### src/rtl/fifo_uart_tx.sv
// Drains bytes from the 4x8 FIFO read port and sends each as a UART frame:
// start bit, 8 data bits LSB first, optional parity bit, then one or two stop bits.
module fifo_uart_tx #(
  parameter int CLKS_PER_BIT = 16,
  parameter int PARITY_EN    = 0,
  parameter int PARITY_ODD   = 0,
  parameter int STOP_BITS    = 1
) (
  input  logic       clk,
  input  logic       rst_n,
  input  logic       tx_enable,
  input  logic       fifo_empty,
  input  logic [7:0] fifo_data,
  output logic       fifo_rd_en,
  output logic       tx,
  output logic       busy,
  output logic       frame_done
);

  localparam int            BW        = $clog2(CLKS_PER_BIT);
  localparam logic [BW-1:0] BAUD_MAX  = BW'(CLKS_PER_BIT - 1);
  localparam logic [2:0]    STOP_LAST = 3'(STOP_BITS - 1);

  typedef enum logic [2:0] {
    S_IDLE, S_FETCH, S_WAIT, S_START, S_DATA, S_PARITY, S_STOP
  } state_t;

  state_t        state_q, state_d;
  logic [BW-1:0] baud_q, baud_d;
  logic [2:0]    bit_q, bit_d;
  logic [7:0]    shift_q, shift_d;
  logic          parity_q, parity_d;
  logic          tx_q, tx_d;
  logic          busy_q, busy_d;
  logic          rd_en_q, rd_en_d;
  logic          done_q, done_d;
  logic          baud_last;

  always_comb begin
    state_d   = state_q;
    baud_d    = baud_q;
    bit_d     = bit_q;
    shift_d   = shift_q;
    parity_d  = parity_q;
    baud_last = (baud_q == BAUD_MAX);

    // The baud counter only runs while a bit is on the line.
    if (state_q == S_START || state_q == S_DATA ||
        state_q == S_PARITY || state_q == S_STOP) begin
      baud_d = baud_last ? '0 : baud_q + BW'(1);
    end

    case (state_q)
      S_IDLE: begin
        baud_d = '0;
        bit_d  = '0;
        if (tx_enable && !fifo_empty) state_d = S_FETCH;
      end
      S_FETCH: state_d = S_WAIT;
      S_WAIT: begin
        shift_d  = fifo_data;
        parity_d = (PARITY_ODD != 0) ? ~^fifo_data : ^fifo_data;
        state_d  = S_START;
      end
      S_START: begin
        if (baud_last) begin
          bit_d   = '0;
          state_d = S_DATA;
        end
      end
      S_DATA: begin
        if (baud_last) begin
          if (bit_q == 3'd7) begin
            bit_d   = '0;
            state_d = (PARITY_EN != 0) ? S_PARITY : S_STOP;
          end else begin
            bit_d   = bit_q + 3'd1;
            shift_d = {1'b0, shift_q[7:1]};
          end
        end
      end
      S_PARITY: begin
        if (baud_last) state_d = S_STOP;
      end
      S_STOP: begin
        if (baud_last) begin
          if (bit_q == STOP_LAST) state_d = S_IDLE;
          else                    bit_d   = bit_q + 3'd1;
        end
      end
      default: state_d = S_IDLE;
    endcase

    // Outputs are registered, so they are decoded from the next state.
    case (state_d)
      S_START:  tx_d = 1'b0;
      S_DATA:   tx_d = shift_d[0];
      S_PARITY: tx_d = parity_d;
      default:  tx_d = 1'b1;
    endcase
    busy_d  = (state_d != S_IDLE);
    rd_en_d = (state_d == S_FETCH);
    done_d  = (state_d == S_STOP) && (bit_d == STOP_LAST) && (baud_d == BAUD_MAX);
  end

  always_ff @(posedge clk or negedge rst_n) begin
    if (!rst_n) begin
      state_q <= S_IDLE;
      baud_q  <= '0;
      bit_q   <= '0;
      tx_q    <= 1'b1;
      busy_q  <= 1'b0;
      rd_en_q <= 1'b0;
      done_q  <= 1'b0;
    end else begin
      state_q <= state_d;
      baud_q  <= baud_d;
      bit_q   <= bit_d;
      tx_q    <= tx_d;
      busy_q  <= busy_d;
      rd_en_q <= rd_en_d;
      done_q  <= done_d;
    end
  end

  // Byte and parity are reloaded in WAIT before use, so they need no reset.
  always_ff @(posedge clk) begin
    shift_q  <= shift_d;
    parity_q <= parity_d;
  end

  assign tx         = tx_q;
  assign busy       = busy_q;
  assign fifo_rd_en = rd_en_q;
  assign frame_done = done_q;

endmodule

### config.mk
export PLATFORM = sky130hd
export DESIGN_NAME = fifo_uart_tx
export DESIGN_NICKNAME = d
export VERILOG_FILES = /design/src/rtl/fifo_uart_tx.sv
export SDC_FILE = /design/constraint.sdc
export NUM_CORES = 1
export LEC_CHECK = 0
export BUFFER_PORTS_ARGS = -buffer_cell sky130_fd_sc_hd__buf_4
export CAP_MARGIN = 40
export CORE_ASPECT_RATIO = 0.9
export CORE_MARGIN = 4
export CORE_UTILIZATION = 50
export DETAILED_ROUTE_END_ITERATION = 12
export PLACE_DENSITY = 0.81
export SLEW_MARGIN = 20
export SYNTH_ARGS = -nofsm -noshare
export SYNTH_HDL_FRONTEND = slang
export SYNTH_SLANG_ARGS = --single-unit
export TNS_END_PERCENT = 100
### constraint.sdc
create_clock -name clk -period 4.1 [get_ports clk]
set_input_delay 0 -clock clk [delete_from_list [all_inputs] [get_ports clk]]
set_output_delay 0 -clock clk [all_outputs]
set_load 0.01 [all_outputs]
==> out/qor.txt, run 1 <==
Status - finished, final reports clean
Slew @ Worst Pin - 0.685 ns
Setup ws final - 1.85 ns
Layout area overhead - 16.5%
Row count - 18
Routed wire per std cell - 14.9 um
Pwr dens - 235 mW/mm2
Residual DRC count - 0
Max Clock Skew - 0.00491 ns
Worst VDD drop - 0.000198 V
Critical path arrival - 2.51 ns
Fraction of layout cells with a size suffix above 1 - 22.4%
IO Count - 16
Bufs on Longest Clock Path - 2
Dpl cells - 182
Period minus WS final - 2.25 ns
Slew Limit Fails - 0
Non-filler instance count after layout - 196
Syn. warnings - 0
Core Region - 0.00273 mm2
CTS clock-pin slew for the worst setup and hold paths - 0.12 ns
Clk sink count - 23
Root Driver - clkbuf_4
Starting Density - 52.1%
Unrepaired setup endpoints after global routing - no
Hpwl dp - 2090 um
Antenna cells - 0
Crit-path max cell delay - 0.75 ns
Setup violation total in the final timing report - 0
DR iter-0 viols - 45
Vias/cell - 5.62
Drt first pass iters - 4
Die area - 0.00376 mm2
Routed WL - 2910 um
Routed Antenna Nets - 0
Seq/Total Area, Yosys - 42.4%
Cell Chain, Critical Path - nand4_1 > nor4_4 > or2_2 > o21ai_1 > a22o_1
GP Congestion - 0.817
H-tree depth - 1
Placement Setup Slack - 1.91 ns
Commonest non-fill, non-tap cell in the layout - buf_4
Initial antenna violation count - 0
Critical Path RT - 4.36 ns
Seq cells post-synth - 23
Chip Height - 58.5 um
Slew HR - 54.3%
Number of global-route vias before repair - 1073
CTS tree - built
Hold WC Path Type - in2reg
Final period util - 54.8%
Synth async-reset ratio - 60.9%
Max Cap Viol - 0
Unique cell type count in the Yosys netlist - 56
Nets - 173
Total CTS buffers - 3
GRT overflow - 0
Pleak - 0.778 nW
Syn_area_per_cell - 10.6 um2
Largest net degree at the start of global routing - 23
Post-CTS setup buffers - 0
Clk Latency, worst-skew pair - 0.32 ns
Worst setup SP type - flop
Gr usage total - 16.7%
Input/output buffers - 15
Synthesized area - 0.00142 mm2
Number of synthesized flops with an enable pin - 7
Commonest non-fill, non-tap cells in the layout - 15 x buf_4, 13 x dfrtp_1, 10 x dlygate4sd3_1
Synth Net Count - 150
Max stage delay cell, worst path - dfrtp_1
Final hold viol count - 0
First-pass GRT wire length - 4890 um
Highest clock rate - 445 MHz
Critical path type - reg2reg
Post-Syn Instances - 134
Setup_tns - 0 ns
Crit-path max FO - 22
Die X - 64.2 um
CP Capture Type - flop
Detailed-route via count - 1101
Main flop type after synthesis - dfrtp_1
[area by class of cell]
type	count	area, um2
Tap cell	40	50.0
Multi-Input combinational cell	95	726
Timing Repair Buffer	26	218
Sequential cell	23	602
Fill cell	220	1070
Inverter	8	30.0
Clock buffer	3	22.5
Clock inverter	1	5.00
[synth_stat cells, types with 3 or more instances]
cell,number,area (um2)
nor2_1,7,26.3
dfrtp_1,13,325
inv_1,8,30.0
buf_6,3,33.8
edfxtp_1,7,210
xnor2_1,7,61.3
nand3b_1,4,30.0
ha_1,4,50.1
a21oi_1,4,20.0
nand2_1,9,33.8
a22o_1,8,70.1
a21o_1,3,22.5
buf_2,4,20.0
[critical path: cells and delay by family, from the launching register on]
kind / cells / cell delay [ns]
simple gates: 3 / 1.16
compound gates: 2 / 0.28
flops: 1 / 0.75
[state kept, by name, summed over array words and instances (netlist names)]
name / flops
fifo_rd_en: 1
frame_done: 1
state_q: 3
baud_q: 4
shift_q: 8
parity_q: 1
tx: 1
busy: 1
bit_q: 3
[final timing paths]
kind                                      start                    to  slack, ns  cells after the start
max                        state_q[2]$_DFF_PN0_          tx$_DFF_PN1_       1.85                      5
min                                fifo_data[6]  shift_q[6]$_DFFE_PP_       0.02                      2
max reg2reg                state_q[2]$_DFF_PN0_          tx$_DFF_PN1_       1.85                      5
min reg2reg                  shift_q[0]$_DFF_P_    shift_q[0]$_DFF_P_       0.49                      2
max in group asynchronous                 rst_n          tx$_DFF_PN1_       3.81                      2
min in group asynchronous                 rst_n   baud_q[3]$_DFF_PN0_       0.05                      2
[power breakdown]
group	internal, mW	switching, mW	total, mW
clock	0.0366	0.0712	0.108
combinational	0.0230	0.0163	0.0393
sequential	0.239	0.00181	0.241
total	0.299	0.0893	0.388
[through the flow]
| stage | utilization (%) | cell area (um2) | hold slack [ns] | power, mW |
|---|---|---|---|---|
| after floorplan | - | 1420 | -0.296 | 0.261 |
| after global placement | 55.8 | 1520 | -0.143 | 0.275 |
| after detailed placement | 56.0 | 1530 | -0.135 | 0.277 |
| after CTS | 59.6 | 1620 | 0.000541 | 0.387 |
| after global routing | 60.7 | 1650 | 0.0101 | 0.407 |
| final | 60.7 | 1650 | 0.0208 | 0.388 |
[logic make-up after synthesis]
group	share of synthesized area, %
buf+inv	6.44
fa+ha+maj	3.53
mux	1.50
simple gates	19.7
xor+xnor	4.32
flops	42.4
compound gates	22.1
[layer usage]
layer | part of all wire (%) | track usage (%) | up-vias
li1 | - | - | 543
met1 | 46 | 22.2 | 527
met2 | 49 | 27.8 | 27
met3 | 3.8 | 2.48 | 4
met4 | 1.1 | 6.33 | 0
met5 | 0 | 0 | -
[repair_timing]
action / in CTS / in global routing
hold buffers: 7 / 3
endpoints found under the hold margin: 19 / 3
gates resized for setup: 0 / 0
Power figures use the tool's default switching activity.
==> run 2: changes to the inputs <==
PLACE_DENSITY = 0.84   (was 0.81)
clock period = 1.8 ns   (was 4.1 ns; I/O delays follow)
==> run 2 against run 1 <==
  * The run now ends with negative setup slack left
  * Die area did not move
  * Power rose by 130%
  * Clock-buffer cell count did not move
  * Wire length rose by 31%
  * Flip-flop and latch count did not move
  * Worst hold slack improved by 0.011 ns
  * Cell count rose by 13%
  * First-iteration DRC count rose by 4.4%
  * Register-to-register slack got worse by 1.9 ns
  * Cell area rose by 16%
  * Critical path type unchanged
==> out/qor.txt, run 2 (same netlist as run 1, synthesis figures left out) <==
Die area - 0.00376 mm2 (unchanged)
Residual DRC count - 0 (unchanged)
Routed WL - 3820 um (+31%)
Root Driver - clkbuf_4
Fraction of layout cells with a size suffix above 1 - 39.8% (+17 points)
Clk Latency, worst-skew pair - 0.33 ns (about the same)
Antenna cells - 0 (unchanged)
Bufs on Longest Clock Path - 2 (unchanged)
Period minus WS final - 1.85 ns (-0.395 ns)
CP Capture Type - flop
Buf/Inv on CP - 1 (+1)
Starting Density - 52.1% (unchanged)
Critical path type - reg2reg
DR iter-0 viols - 47 (+4.4%)
Status - complete, but fails checks
Hpwl dp - 2330 um (+11%)
Crit-path max FO - 5 (-77%)
Worst VDD drop - 0.000518 V (+160%)
Drt first pass iters - 4 (unchanged)
Core Region - 0.00273 mm2 (unchanged)
Crit-path max cell delay - 0.44 ns (-0.31 ns)
Fillers - 181 (-18%)
Critical path arrival - 2.09 ns (-0.42 ns)
Max Clock Skew - 0.0117 ns (+0.00676 ns)
Max stage delay cell, worst path - dfrtp_2
Top Registers - shift_q: 8 flops, baud_q: 4 flops
Gr usage total - 19.6% (+2.9 points)
Initial antenna violation count - 0 (unchanged)
Slew @ Worst Pin - 0.343 ns (-0.342 ns)
Pwr dens - 468 mW/mm2 (+99%)
IO Count - 16 (unchanged)
Setup violation total in the final timing report - 1 (+1)
Die X - 64.2 um (unchanged)
Slew HR - 76.8% (+22 points)
Highest clock rate - 540 MHz (+21%)
Detailed-route via count - 1310 (+19%)
Chip Height - 58.5 um (unchanged)
Routed wire per std cell - 17.3 um (+16%)
H-tree depth - 1 (unchanged)
First-pass GRT wire length - 5730 um (+17%)
Hold WC Path Type - in2async
GRT overflow - 0 (unchanged)
Slew Limit Fails - 0 (unchanged)
Unrepaired setup endpoints after global routing - yes
Input/output buffers - 15 (unchanged)
Hold_ws - 0.0313 ns (+0.0105 ns)
GP Congestion - 0.913 (+12%)
Row count - 18 (unchanged)
Commonest non-fill, non-tap cell in the layout - buf_4
Non-filler instance count after layout - 221 (+13%)
CTS clock-pin slew for the worst setup and hold paths - 0.14 ns (+0.02 ns)
Commonest non-fill, non-tap cells in the layout - 39 x buf_4, 11 x dfrtp_1, 11 x dlygate4sd3_1
CTS tree - built
Number of global-route vias before repair - 1262 (+18%)
Clk sink count - 23 (unchanged)
Layout area overhead - 34.8%
Failing checks - negative setup slack
Nets - 198 (+14%)
Max Cap Viol - 0 (unchanged)
Max FFs per register - 8 (unchanged)
Largest net degree at the start of global routing - 15 (-35%)
Dpl cells - 196 (+7.7%)
CP delay by family, top - compound AO/OA/AOI/OAI gates
Cell Chain, Critical Path - buf_4 > a21boi_1 > o2111a_1 > o211ai_1 > a2111o_1 > nor4_2
Final Util - 70.2% (+9.6 points)
Setup ws final - -0.0535 ns (-1.90 ns)
Top reg by flops - shift_q
Final hold viol count - 0 (unchanged)
Pleak - 0.898 nW (+15%)
Worst setup SP type - flop
Total CTS buffers - 3 (unchanged)
Placement Setup Slack - -0.0984 ns (-2.01 ns)
Total power - 0.895 mW (+130%)
Routed Antenna Nets - 0 (unchanged)
Vias/cell - 5.93 (+5.5%)
Critical Path RT - 2.04 ns (-2.32 ns)
Final period util - 103% (+48 points)
[run 2: changes by cell type in the layout (fill, tap and decap cells not counted), sizes merged]
cell and change:
buf +24, dlygate4sd3 +1
[run 2: cell type report]
type / count / area (um2) / share of cell area (%)
Clock buffer: 3 / 22.5 / 1.18
Clock inverter: 1 / 5.00 / 0.262
Inverter: 8 / 30.0 / 1.57
Multi-Input combinational cell: 95 / 787 / 41.1
Sequential cell: 23 / 604 / 31.6
Tap cell: 40 / 50.0 / 2.62
Timing Repair Buffer: 51 / 414 / 21.6
[run 2: where the power goes]
| part | total [mW] | switching, mW | internal [mW] |
|---|---|---|---|
| sequential | 0.551 | 0.00597 | 0.545 |
| combinational | 0.0947 | 0.0409 | 0.0538 |
| clock | 0.249 | 0.166 | 0.0835 |
[run 2: repair_timing]
action,in CTS,in global routing
hold endpoints to repair,22,1
resized for setup,4,13
setup endpoints to repair,2,3
hold buffers,10,1
buffers inserted,1,9
pin swaps,3,10
[run 2: path summary, 6_finish.rpt]
kind | start | end | slack (ns) | cells past startpoint
worst max-delay path | state_q[1]$_DFF_PN0_ | frame_done$_DFF_PN0_ | -0.05 | 6
worst min-delay path | rst_n | fifo_rd_en$_DFF_PN0_ | 0.03 | 2
worst max register to register | state_q[1]$_DFF_PN0_ | frame_done$_DFF_PN0_ | -0.05 | 6
worst min register to register | shift_q[0]$_DFF_P_ | shift_q[0]$_DFF_P_ | 0.49 | 2
max in group asynchronous | rst_n | tx$_DFF_PN1_ | 1.52 | 2
min in group clk | fifo_empty | state_q[0]$_DFF_PN0_ | 0.25 | 6
[run 2: layer usage]
layer  GRT usage (%)  wire length [um]
met1            23.3              1540
met2            35.1              1900
met3            3.24               269
met4            8.73               109
met5               0                 0
[run 2: worst reg2reg max path: stages, from the launching register on]
cell and delay, ns:
dfrtp_2 0.44, buf_4 0.16, a21boi_1 0.25, o2111a_1 0.23, o211ai_1 0.14, a2111o_1 0.43, nor4_2 0.13
[run 2: through the flow]
| stage | setup TNS, ns | instance area, um2 |
|---|---|---|
| finish | -0.0535 | 1910 |
| global route | -0.147 | 1910 |
| CTS | 0 | 1800 |
| detailed placement | -0.171 | 1650 |
| global placement | 0 | 1650 |
| floorplan | 0 | 1440 |
